$ cat src/rtl/fsm_010_arbiter_if.sv
// Request/grant bundle and detection outputs for the time-shared 010 detector.
// master = requesters side, slave = arbiter side.
interface fsm_010_arbiter_if #(
    parameter int NUM_CH = 4,
    parameter int CNT_W  = 10
);
    localparam int CH_W = (NUM_CH > 1) ? $clog2(NUM_CH) : 1;

    logic [NUM_CH-1:0] req;
    logic [NUM_CH-1:0] x_in;
    logic [NUM_CH-1:0] gnt;
    logic              y;
    logic [CH_W-1:0]   y_ch;
    logic [CNT_W-1:0]  users_count;

    modport master (
        output req, x_in,
        input  gnt, y, y_ch, users_count
    );

    modport slave (
        input  req, x_in,
        output gnt, y, y_ch, users_count
    );
endinterface

$ cat src/rtl/fsm_010_arbiter.sv
// Round-robin shares one 010 detector across NUM_CH channels; y/y_ch/users_count update at the consuming edge.
// Ungranted requesters hold x_in until gnt (gnt is their backpressure); define USERS_SAT_EN to saturate users_count.
module fsm_010_arbiter #(
    parameter int NUM_CH = 4,
    parameter int CNT_W  = 10
) (
    input  logic                clk,
    input  logic                rst,
    fsm_010_arbiter_if.slave    bus
);
    localparam int CH_W = (NUM_CH > 1) ? $clog2(NUM_CH) : 1;

    typedef enum logic [1:0] {
        IDLE = 2'd0,
        S0   = 2'd1,
        S01  = 2'd2
    } state_t;

    state_t            ch_state [NUM_CH];
    logic [CH_W-1:0]   rr_ptr;
    logic              y_q;
    logic [CH_W-1:0]   y_ch_q;
    logic [CNT_W-1:0]  cnt_q;

    logic [NUM_CH-1:0] gnt_vec;
    logic [CH_W-1:0]   gnt_idx;
    logic              gnt_any;
    logic              x_sel;
    logic              detect;
    logic [CH_W-1:0]   rr_next;
    logic [CNT_W-1:0]  cnt_next;

    function automatic state_t next_state(input state_t s, input logic x);
        case (s)
            IDLE:    return x ? IDLE : S0;
            S0:      return x ? S01  : S0;
            S01:     return x ? IDLE : S0;
            default: return IDLE;
        endcase
    endfunction

    // Cyclic search starting at rr_ptr; nothing is granted while in reset.
    always_comb begin
        int idx;
        idx     = 0;
        gnt_vec = '0;
        gnt_idx = '0;
        gnt_any = 1'b0;
        if (!rst) begin
            for (int i = 0; i < NUM_CH; i++) begin
                idx = (int'(rr_ptr) + i) % NUM_CH;
                if (!gnt_any && bus.req[idx]) begin
                    gnt_any      = 1'b1;
                    gnt_idx      = CH_W'(idx);
                    gnt_vec[idx] = 1'b1;
                end
            end
        end
    end

    always_comb begin
        x_sel   = bus.x_in[gnt_idx];
        detect  = gnt_any && (ch_state[gnt_idx] == S01) && !x_sel;
        rr_next = (int'(gnt_idx) == NUM_CH - 1) ? '0 : gnt_idx + 1'b1;
`ifdef USERS_SAT_EN
        cnt_next = (cnt_q == '1) ? cnt_q : cnt_q + 1'b1;
`else
        cnt_next = cnt_q + 1'b1;
`endif
    end

    // Only the granted channel's context advances; all others hold indefinitely.
    always_ff @(posedge clk) begin
        if (rst) begin
            for (int i = 0; i < NUM_CH; i++) begin
                ch_state[i] <= IDLE;
            end
            rr_ptr <= '0;
            y_q    <= 1'b0;
            y_ch_q <= '0;
            cnt_q  <= '0;
        end else begin
            y_q <= 1'b0;
            if (gnt_any) begin
                ch_state[gnt_idx] <= next_state(ch_state[gnt_idx], x_sel);
                rr_ptr            <= rr_next;
                if (detect) begin
                    y_q    <= 1'b1;
                    y_ch_q <= gnt_idx;
                    cnt_q  <= cnt_next;
                end
            end
        end
    end

    assign bus.gnt         = gnt_vec;
    assign bus.y           = y_q;
    assign bus.y_ch        = y_ch_q;
    assign bus.users_count = cnt_q;
endmodule

$ cat src/flat_wrapper.sv
// flat-port wrapper written by rule: the top's interface ports become plain ports
module fsm_010_arbiter_flat 
#(
    parameter int NUM_CH = 4,
    parameter int CNT_W  = 10
)
  (clk, rst, bus_req, bus_x_in, bus_gnt, bus_y, bus_y_ch, bus_users_count);
  fsm_010_arbiter_if #(.NUM_CH(NUM_CH), .CNT_W(CNT_W)) bus_i ();
  input  logic clk;
  input  logic rst;
  input wire logic [$bits(bus_i.req)-1:0] bus_req;
  input wire logic [$bits(bus_i.x_in)-1:0] bus_x_in;
  output wire logic [$bits(bus_i.gnt)-1:0] bus_gnt;
  output wire logic [$bits(bus_i.y)-1:0] bus_y;
  output wire logic [$bits(bus_i.y_ch)-1:0] bus_y_ch;
  output wire logic [$bits(bus_i.users_count)-1:0] bus_users_count;
  assign bus_i.req = bus_req;
  assign bus_i.x_in = bus_x_in;
  assign bus_gnt = bus_i.gnt;
  assign bus_y = bus_i.y;
  assign bus_y_ch = bus_i.y_ch;
  assign bus_users_count = bus_i.users_count;
  fsm_010_arbiter #(.NUM_CH(NUM_CH), .CNT_W(CNT_W)) u_core (.clk(clk), .rst(rst), .bus(bus_i));
endmodule
$ cat config.mk
export PLATFORM = sky130hd
export DESIGN_NAME = fsm_010_arbiter_flat
export DESIGN_NICKNAME = d
export VERILOG_FILES = /design/src/rtl/fsm_010_arbiter_if.sv /design/src/rtl/fsm_010_arbiter.sv /design/src/flat_wrapper.sv
export SDC_FILE = /design/constraint.sdc
export NUM_CORES = 1
export LEC_CHECK = 0
export ABC_CLOCK_PERIOD_IN_PS = 3300
export CORE_MARGIN = 2
export CORE_UTILIZATION = 49
export CTS_CLUSTER_DIAMETER = 30
export DETAILED_ROUTE_END_ITERATION = 8
export GPL_TIMING_DRIVEN = 0
export PLACE_DENSITY = 0.77
export SLEW_MARGIN = 20
export SYNTH_ARGS = -nofsm -noshare
export SYNTH_HDL_FRONTEND = slang
export SYNTH_SLANG_ARGS = --single-unit
$ cat constraint.sdc
create_clock -name clk -period 3.3 [get_ports clk]
set_input_delay 0.495 -clock clk [delete_from_list [all_inputs] [get_ports clk]]
set_output_delay 0.495 -clock clk [all_outputs]
set_load 0.02 [all_outputs]
# After elaboration in Yosys (flattened, before gate mapping)
# Memories as Yosys holds them, arrays and structs flattened.
# Index checks and enable logic that the tools add are counted.
dict set report op_classes {
  n_addsub 5
  multipliers 0
  n_div 0
  order_cmp 9
  n_eq_ne 3
  shifts 0
  mux 57
  n_bitwise 7
  n_reduce_logical 21
}
# op count
set op_table {}
lappend op_table {{two-way mux 4 bit} 8}
lappend op_table {{two-way mux 1 bit} 28}
lappend op_table {{two-way mux 2 bit} 11}
lappend op_table {{< comparator 3 x 4 -> 1 bit, second input constant} 3}
lappend op_table {{OR 4 bit} 3}
lappend op_table {{OR reduction 2 bit} 6}
lappend op_table {{adder 10 x 1 -> 10 bit, second input constant} 1}
lappend op_table {{binary-select mux 1 bit (select 2 bit)} 5}
lappend op_table {{>= comparator 3 x 1 -> 1 bit, second input constant} 3}
lappend op_table {{logical AND 1 bit} 9}
lappend op_table {{demux 1 bit (select 2 bit)} 4}
lappend op_table {{< comparator 2 x 3 -> 1 bit, second input constant} 2}
lappend op_table {{adder 2 x 1 -> 2 bit, second input constant} 2}
lappend op_table {{adder 2 bit, second input constant} 2}
lappend op_table {{equality test 2 x 1 -> 1 bit, second input constant} 2}
lappend op_table {{zero test 1 bit} 4}
lappend op_table {{one-hot mux 2 bit (2 select lines)} 1}
lappend op_table {{bitwise AND 1 bit, first input constant} 3}
lappend op_table {{equality test 2 bit, second input constant} 1}
lappend op_table {{>= comparator 2 x 1 -> 1 bit, second input constant} 1}
lappend op_table {{zero test 2 bit} 1}
lappend op_table {{AND reduction 2 bit} 1}
lappend op_table {{NOT 1 bit} 1}
dict set report word_totals {
  register_bits 15
  latchBits 0
  mem_bits_rw 8
  rom_bits 0
  in_bits 10
  out_inout_bits 17
  n_memories 1
}
# name depth width rd rd_clocked_by_memory_dff wr line_no
set mem_list {}
lappend mem_list {u_core.ch_state 4 2 1 0 4 fsm_010_arbiter.sv:19} ;# state_t ch_state [NUM_CH];

# Logic depth before layout (Yosys ltp)
# Gate-level depths: netlist (run 1).
dict set report logic_depth {
  ltp_word 24
  ltp_mapped 12
  depth_no_buf 10
}

# Worst setup path before layout (run 1)
# No wires, ideal clock.
dict set report synth_timing {
  kind {reg-to-reg}
  start {register u_core.rr_ptr[0]}
  end {register u_core.cnt_q[5] (netlist: u_core.bus.users_count[5])}
  arrival_time_ns 3.252
  slack_ns -0.075
  path_stages_with_launch 13
  synth_period_minus_slack_ns 3.375
  path_cell_list {dfxtp_1 -> buf_4 -> inv_1 -> ha_1 -> mux4_2 -> nand2b_4 -> a21o_2 -> nor2_4 -> nand2_1 -> a32o_1 -> buf_6 -> nor4_2 -> mux2_1}
}
dict set report synth_between {
  elab_chain_cells 21
  word_cells_on_any_way 41
  cone_classes {add/sub: 3; eq/ne: 1; mux: 26; reduce/logical: 10; memory: 1}
}
# element line_no
set synth_lines {}
lappend synth_lines {{start, declared} fsm_010_arbiter.sv:20} ;# logic [CH_W-1:0] rr_ptr;
lappend synth_lines {{start signal, assigned} fsm_010_arbiter.sv:86} ;# rr_ptr <= rr_next;
lappend synth_lines {{parallel branches: the longest is 20 deep, another holds adder 2 x 1 -> 2 bit} --}
lappend synth_lines {{AND reduction 2 bit (no line) *} --}
lappend synth_lines {{end signal, assigned} fsm_010_arbiter.sv:90} ;# cnt_q <= cnt_next;
lappend synth_lines {{end, declared} fsm_010_arbiter.sv:23} ;# logic [CNT_W-1:0] cnt_q;
# Mark *: on every way between the ends. The select of a mux whose other input is x is not followed.
# A chain may end at the register's enable or synchronous reset.

# Worst setup path after layout (run 1)
dict set report layout_timing {
  start {input port bus_req[2]}
  end {register u_core.cnt_q[5] (netlist: u_core.bus.users_count[5])}
}
dict set report layout_between {
  elab_chain_cells 21
  word_cells_on_any_way 38
  cone_classes {eq/ne: 1; mux: 26; reduce/logical: 10; memory: 1}
}
# element line_no
set layout_lines {}
lappend layout_lines {{start, declared} flat_wrapper.sv:11} ;# input wire logic [$bits(bus_i.req)-1:0] bus_req;
lappend layout_lines {{binary-select mux 1 bit (select 2 bit)} fsm_010_arbiter.sv:52} ;# if (!gnt_any && bus.req[idx]) begin
lappend layout_lines {{two-way mux 1 bit (not written as such)} fsm_010_arbiter.sv:52}
lappend layout_lines {{two-way mux 1 bit} fsm_010_arbiter.sv:52}
lappend layout_lines {{two-way mux 1 bit} fsm_010_arbiter.sv:49} ;# if (!rst) begin
lappend layout_lines {{zero test 1 bit} fsm_010_arbiter.sv:52}
lappend layout_lines {{logical AND 1 bit} fsm_010_arbiter.sv:52}
lappend layout_lines {{two-way mux 1 bit} fsm_010_arbiter.sv:52}
lappend layout_lines {{two-way mux 1 bit} fsm_010_arbiter.sv:49}
lappend layout_lines {{[5 not listed]} --}
lappend layout_lines {{logical AND 1 bit} fsm_010_arbiter.sv:52}
lappend layout_lines {{two-way mux 2 bit} fsm_010_arbiter.sv:52}
lappend layout_lines {{two-way mux 2 bit} fsm_010_arbiter.sv:49}
lappend layout_lines {{memory (4 x 2 bit) or binary-select mux 1 bit (select 2 bit) (tied branches)} --}
lappend layout_lines {{equality test 2 bit or two-way mux 1 bit (tied branches)} {fsm_010_arbiter.sv:63, fsm_010_arbiter.sv:62}}
lappend layout_lines {{logical AND 1 bit or zero test 1 bit (tied branches)} fsm_010_arbiter.sv:63} ;# detect = gnt_any && (ch_state[gnt_idx] == S01) && !x_sel;
lappend layout_lines {{logical AND 1 bit} fsm_010_arbiter.sv:63}
lappend layout_lines {{AND reduction 2 bit (no line) *} --}
# Every way passes the cells marked *; elsewhere a longest branch is shown, timed or not. The select of a mux whose other input is x is not followed.

==> impl_metrics.tcl, run 1 <==
set metrics [dict create \
    netlist_cell_types 58 \
    timing.critical_path.to_type "register" \
    grt_start_max_net_pins 14 \
    drcViolationCount 0 \
    chipWidth_um 65.7 \
    final_min_period_over_clock_period 0.973 \
    timing_worst_slew_pin_value_ns 0.522 \
    route.detailed.wl_per_inst_um 15.1 \
    mappedNetlistNets 216 \
    layout.cells.non_filler 285 \
    clk_pwr_share 0.100 \
    placementRows 22 \
    clock_tree.root_cell "sky130_fd_sc_hd__clkbuf_8" \
    power_leakage_nw 0.920 \
    setup_total_negative_slack_ns 0 \
    cap_viol_max_count 0 \
    yosysSeqAreaShare 0.290 \
    hold_path.class "reg -> reg" \
    worst-endpoint-required_ns 3.45 \
    relSlewSlack 0.648 \
    synth-simple-area-share 0.284 \
    power_density_nw_per_um2 730 \
    synthAdderAreaFrac 0.0604 \
    grt_met1_use 0.293 \
    worst-setup-path-type "in -> reg" \
    ratio_of_cells_with_drive_above_1_in_the_final_layout 0.249 \
    gr-max-usage-layer "met2" \
    main_combinational_cell_family_by_area_after_synthesis "simple AND/OR/NAND/NOR gates" \
    n_antenna_cell 0 \
    synth_edf_count 8 \
    first_global_vias 1575 \
    insertion_delay_ns 0.26 \
    cts_inserted_buffers 3 \
    area_growth_syn_to_layout_pct 28.3 \
    finalHoldViolations 0 \
    detailedRoute.firstPassIterationCount 4 \
    setup_repair_after_global_routing_missed_its_margin "false" \
    timing_max_transition_violations_final 0 \
    routed_wirelength_um 4310 \
    worst_setup_sp_type "primary input" \
    place.detailed.instances 270 \
    core_area_um2 3660 \
    pwr-share-seq 0.236 \
    run_status "finished clean" \
    vias 1683 \
    power.combinational.fraction 0.664 \
    yosys_register_bits 23 \
    mappedNetlistArea_um2 1860 \
    synthesis.instances 197 \
    clkTransAtPathRegs_ns 0.08 \
    initial_utilization 0.509 \
    grt_antenna_before_repair 0 \
    path_max_fanout 10 \
    finish.net_count 257 \
    grt_first_pass_wirelength_um 7160 \
    cts-htree-levels 1 \
    synthMuxAreaShare 0.123 \
    finalCriticalPeriod_ns 3.21 \
    grt.met3_usage 0.0377 \
    cts_num_sinks 23 \
    yosys_warns 0 \
    hpwl_um 3020 \
    setup_viol 0 \
    grt_remaining_overflow 0 \
    clock_tree_from_tritoncts "done" \
    holdBufCountCts 0 \
    place.port_buffers 25 \
    die_area_um2 4310 \
    route.antenna.remaining_nets 0 \
    net-switching-power_uw 804 \
    synthesis.area_per_instance_um2 9.46 \
    cts-root-to-sink-buffers 2 \
    xor_and_xnor_area_share_after_synthesis 0.00470 \
    critical_path_arrival_ns 3.37 \
    groute.usage.overall 0.210 \
    drt-initial-drc-count 134 \
    compound_gate_fraction_of_synth_area 0.197 \
    chipHeight_um 65.7 \
    dominantRegCellSynth "sky130_fd_sc_hd__dfxtp_1" \
    gp_congestion 0.791 \
    skew_final_ns 0.00439 \
    design.portCount 27 \
    vdd_drop_max_mv 0.477 \
    share_of_total_power_consumed_by_net_switching 0.460 \
    grt.met2_usage 0.343 \
    synthArstFlopShare 0 \
    maxClockFrequency_ghz 0.311 \
    power.internal_uw 942 \
    viasPerCell 5.91 \
]
==> metrics by stage <==
step                      cell area, um2  setup WS [ns]  total power [mW]  utilization  hold slack [ns]
after global routing                2390        0.00155              1.87        0.653            0.502
after floorplan                     1880         0.0293              1.18            -            0.533
after CTS                           2320         0.0199              1.66        0.633            0.470
after detailed placement            2190         -0.462              1.41        0.599            0.452
after global placement              2190         -0.369              1.39        0.599            0.447
final                               2390         0.0881              1.75        0.653            0.467
==> cell usage in the layout (no fill, tap or decap), types with 3 or more instances in the layout <==
cell / netlist / layout
sky130_fd_sc_hd__nand2_1: 18 / 16
sky130_fd_sc_hd__clkdlybuf4s50_1: 0 / 19
sky130_fd_sc_hd__nor4_4: 0 / 3
sky130_fd_sc_hd__mux2_1: 6 / 6
sky130_fd_sc_hd__dlygate4sd2_1: 0 / 5
sky130_fd_sc_hd__a21oi_1: 4 / 4
sky130_fd_sc_hd__o21ai_0: 10 / 10
sky130_fd_sc_hd__nor3b_1: 5 / 3
sky130_fd_sc_hd__a22oi_1: 6 / 5
sky130_fd_sc_hd__buf_4: 1 / 13
sky130_fd_sc_hd__mux2i_1: 6 / 6
sky130_fd_sc_hd__nor2_1: 22 / 22
sky130_fd_sc_hd__nand3_1: 6 / 6
sky130_fd_sc_hd__mux4_2: 2 / 3
sky130_fd_sc_hd__dfxtp_1: 15 / 13
sky130_fd_sc_hd__edfxtp_1: 8 / 8
sky130_fd_sc_hd__buf_6: 3 / 3
sky130_fd_sc_hd__ha_1: 9 / 8
sky130_fd_sc_hd__inv_1: 5 / 3
sky130_fd_sc_hd__nor2b_1: 7 / 7
sky130_fd_sc_hd__a221oi_1: 4 / 4
sky130_fd_sc_hd__clkbuf_8: 0 / 3
==> flip-flops by register name, summed over array words and instances, names as in the netlist <==
register	count
u_core.bus.users_count	10
u_core.rr_ptr	2
u_core.bus.y_ch	2
u_core.bus.y	1
u_core.ch_state	8
==> cells in the mapped netlist (6+ instances only) <==
master | count | share of area
sky130_fd_sc_hd__dfxtp_1 | 15 | 0.16
sky130_fd_sc_hd__nor2_1 | 22 | 0.044
sky130_fd_sc_hd__a22oi_1 | 6 | 0.024
sky130_fd_sc_hd__o21ai_0 | 10 | 0.027
sky130_fd_sc_hd__ha_1 | 9 | 0.060
sky130_fd_sc_hd__nor2b_1 | 7 | 0.023
sky130_fd_sc_hd__mux2i_1 | 6 | 0.032
sky130_fd_sc_hd__nand2_1 | 18 | 0.036
sky130_fd_sc_hd__mux2_1 | 6 | 0.036
sky130_fd_sc_hd__nand3_1 | 6 | 0.016
sky130_fd_sc_hd__edfxtp_1 | 8 | 0.13
==> layout make-up <==
cell class              instances  area [um2]
plain buffers                   7        53.8
clock buffers                   3        41.3
clock inverters                 1        5.00
fillers                       305        1270
inverters                       5        22.5
multi-input cells             161        1330
flip-flops and latches         23         548
well taps                      48        60.1
repair buffers                 37         329
==> power by group through the flow <==
stage	clock (mW)	combinational, mW	sequential, mW
floorplan	0	0.762	0.420
global placement	0	0.974	0.413
detailed placement	0	0.990	0.415
finish	0.175	1.16	0.412
global route	0.186	1.26	0.421
CTS	0.177	1.08	0.404
==> repair_timing <==
action,4_1_cts,5_1_grt
setup buffers,7,5
pin swaps,3,6
endpoints found under the setup margin,27,24
gates resized for setup,14,17
==> cells by family after synthesis <==
group / after synthesis
AND/OR/NAND/NOR: 87
AO/OA/AOI/OAI: 47
flip-flops: 23
multiplexers: 17
buffers and inverters: 13
adder cells (fa/ha/maj): 9
XOR/XNOR: 1
==> critical path, stage by stage <==
cell	delay (ns)
sky130_fd_sc_hd__clkdlybuf4s50_1	0.42
sky130_fd_sc_hd__buf_2	0.18
sky130_fd_sc_hd__mux4_2	0.48
sky130_fd_sc_hd__nand2b_1	0.18
sky130_fd_sc_hd__and4_4	0.21
sky130_fd_sc_hd__nor2_4	0.20
sky130_fd_sc_hd__nand2_1	0.10
sky130_fd_sc_hd__a32o_2	0.30
sky130_fd_sc_hd__buf_6	0.16
sky130_fd_sc_hd__nor4_2	0.29
sky130_fd_sc_hd__mux2_1	0.34
==> metal layers <==
layer,up-vias,share of wire
met2,30,0.48
met1,825,0.48
li1,824,-
met4,0,0.0072
met3,4,0.032
met5,-,0
==> path summary, 6_finish.rpt <==
path | end | cells after the start | from | slack [ns]
setup / recovery | u_core.bus.users_count[5]$_SDFFE_PP0P_ | 11 | bus_req[2] | 0.09
hold / removal | u_core.bus.y_ch[1]$_SDFFE_PP0P_ | 2 | u_core.bus.y_ch[1]$_SDFFE_PP0P_ | 0.47
setup reg to reg | u_core.bus.users_count[5]$_SDFFE_PP0P_ | 11 | u_core.rr_ptr[1]$_SDFFE_PP0P_ | 0.18
hold reg to reg | u_core.bus.y_ch[1]$_SDFFE_PP0P_ | 2 | u_core.bus.y_ch[1]$_SDFFE_PP0P_ | 0.47
(Power assumes the default switching activity.)
==> run 2: changes to the inputs <==
--- a/config.mk
+++ b/config.mk
@@ -12,6 +12,7 @@
 export DETAILED_ROUTE_END_ITERATION = 8
 export GPL_TIMING_DRIVEN = 0
 export PLACE_DENSITY = 0.77
+export REMOVE_ABC_BUFFERS = 1
 export SLEW_MARGIN = 20
 export SYNTH_ARGS = -nofsm -noshare
 export SYNTH_HDL_FRONTEND = slang
==> run 2 against run 1 <==
Effect of this change: via count shrank 4.6%; cell area decreased by 4.0%; flip-flop and latch count unchanged; power decreased by 7.0%; wire length shrank 8.6%; final cell count down 3.2%; worst setup slack improved by 0.11 ns; sequential share of layout area up 0.95 points; critical path depth shrank 2; first-iteration DRC count fell by 51%; hold slack better by 0.0029 ns; largest power group unchanged; highest routed layer unchanged.
==> impl_metrics.tcl, run 2 (synthesized netlist as in run 1, its figures left out) <==
set metrics [dict create \
    finish.net_count 248 \
    insertion_delay_ns 0.27 \
    power_leakage_nw 0.904 \
    detailedRoute.firstPassIterationCount 4 \
    layout_common_cells "sky130_fd_sc_hd__nor2_1, sky130_fd_sc_hd__clkdlybuf4s50_1, sky130_fd_sc_hd__nand2_1" \
    die_area_um2 4310 \
    relSlewSlack 0.360 \
    hpwl_um 2810 \
    chipHeight_um 65.7 \
    chipWidth_um 65.7 \
    final_min_period_over_clock_period 0.940 \
    clkTransAtPathRegs_ns 0.08 \
    route.detailed.wl_per_inst_um 14.3 \
    timing.reg2reg.worst_path_depth 9 \
    power.internal_uw 885 \
    grt_start_max_net_pins 27 \
    skew_final_ns 0.00182 \
    vdd_drop_max_mv 0.355 \
    worst-setup-path-type "reg -> reg" \
    initial_utilization 0.509 \
    cap_viol_max_count 0 \
    placementRows 22 \
    timing_worst_slew_pin_value_ns 0.957 \
    routed_wirelength_um 3940 \
    worst_setup_sp_type "register" \
    core_area_um2 3660 \
    setup_viol 0 \
    final_common_cell "sky130_fd_sc_hd__nor2_1" \
    timing.critical_path.to_type "register" \
    gp_congestion 0.755 \
    holdBufCountCts 0 \
    route.antenna.remaining_nets 0 \
    share_of_total_power_consumed_by_net_switching 0.456 \
    first_global_vias 1490 \
    pwr-share-seq 0.251 \
    n_antenna_cell 0 \
    hold_path.class "reg -> reg" \
    cts-root-to-sink-buffers 2 \
    run_status "finished clean" \
    cts_num_sinks 23 \
    grt_remaining_overflow 0 \
    ratio_of_cells_with_drive_above_1_in_the_final_layout 0.202 \
    path_max_fanout 11 \
    maxClockFrequency_ghz 0.322 \
    viasPerCell 5.82 \
    worst-endpoint-required_ns 3.46 \
    pre_cts_slack_ns -0.919 \
    groute.usage.overall 0.199 \
    largest_register_ffs 10 \
    power_density_nw_per_um2 707 \
    finalHoldViolations 0 \
    net-switching-power_uw 740 \
    final.setup.worst_slack_ns 0.196 \
    post-layout-total-power_mw 1.62 \
    critical_path_arrival_ns 3.27 \
    cts-htree-levels 1 \
    grt_first_pass_wirelength_um 6690 \
    clock_tree_from_tritoncts "done" \
    vias 1605 \
    setup_total_negative_slack_ns 0 \
    clock_tree.root_cell "sky130_fd_sc_hd__clkbuf_8" \
    place.port_buffers 26 \
    grt_antenna_before_repair 0 \
    cts_inserted_buffers 3 \
    finalCriticalPeriod_ns 3.10 \
    worst_hold_path.num_cells 2 \
    timing_max_transition_violations_final 0 \
    design.portCount 27 \
    setup_repair_after_global_routing_missed_its_margin "false" \
    clk_pwr_share 0.109 \
    power.combinational.fraction 0.640 \
    drcViolationCount 0 \
    area_growth_syn_to_layout_pct 23.2 \
    drt-initial-drc-count 66 \
]
-- run 2: cell types whose count changed in the layout (fill, tap and decap cells not counted), sizes merged --
cell           delta
dlygate4sd2       -1
clkinv            -1
buf               -8
clkbuf            -2
dlymetal6s2s      +4
clkdlybuf4s50     -1
-- run 2: path summary, 6_finish.rpt --
path | endpoint | slack [ns] | start
max reg2reg | u_core.bus.users_count[1]$_SDFFE_PP0P_ | 0.20 | u_core.rr_ptr[1]$_SDFFE_PP0P_
max | u_core.bus.users_count[1]$_SDFFE_PP0P_ | 0.20 | u_core.rr_ptr[1]$_SDFFE_PP0P_
min reg2reg | u_core.bus.y_ch[1]$_SDFFE_PP0P_ | 0.47 | u_core.bus.y_ch[1]$_SDFFE_PP0P_
min | u_core.bus.y_ch[1]$_SDFFE_PP0P_ | 0.47 | u_core.bus.y_ch[1]$_SDFFE_PP0P_
-- run 2: critical path, stage by stage, from the launching register on --
cell	delay, ns
sky130_fd_sc_hd__dfxtp_4	0.42
sky130_fd_sc_hd__inv_1	0.13
sky130_fd_sc_hd__ha_4	0.33
sky130_fd_sc_hd__mux4_2	0.38
sky130_fd_sc_hd__a211oi_4	0.34
sky130_fd_sc_hd__o21a_2	0.28
sky130_fd_sc_hd__a21oi_1	0.08
sky130_fd_sc_hd__a32o_2	0.35
sky130_fd_sc_hd__nor3_4	0.36
sky130_fd_sc_hd__mux2_4	0.33
-- run 2: routing by layer --
layer	global-route usage	vias up	wire length (um)
met5	0	-	0
met4	0.0625	0	46
met3	0.0360	5	141
met2	0.323	32	1910
met1	0.267	762	1840
li1	-	806	-
-- run 2: power by group through the flow --
stage                     sequential (mW)  combinational (mW)  clock (mW)
after floorplan                     0.428               0.679           0
after global placement              0.424               0.884           0
after detailed placement            0.426               0.906           0
after CTS                           0.428               0.985       0.182
after global routing                0.418                1.13       0.189
final                               0.407                1.04       0.177
-- run 2: per-stage QoR --
stage | instance area [um2] | cells | hold slack, ns | utilization
final | 2300 | 276 | 0.470 | 0.627
after global routing | 2300 | 276 | 0.482 | 0.627
after CTS | 2250 | 274 | 0.467 | 0.616
after detailed placement | 2130 | 263 | 0.448 | 0.581
after global placement | 2130 | 263 | 0.451 | 0.581
after floorplan | 1810 | 189 | 0.533 | -
-- run 2: timing repair --
action / in CTS / in global routing
setup endpoints to repair: 32 / 23
setup buffers: 7 / 2
pin swaps: 1 / 1
gates resized for setup: 17 / 7
-- run 2: final cells by class --
type,instances,area (um2)
Timing Repair Buffer,35,333
Multi-Input combinational cell,161,1290
Tap cell,48,60.1
Inverter,5,22.5
Sequential cell,23,548
Clock buffer,4,45.0
Fill cell,304,1360
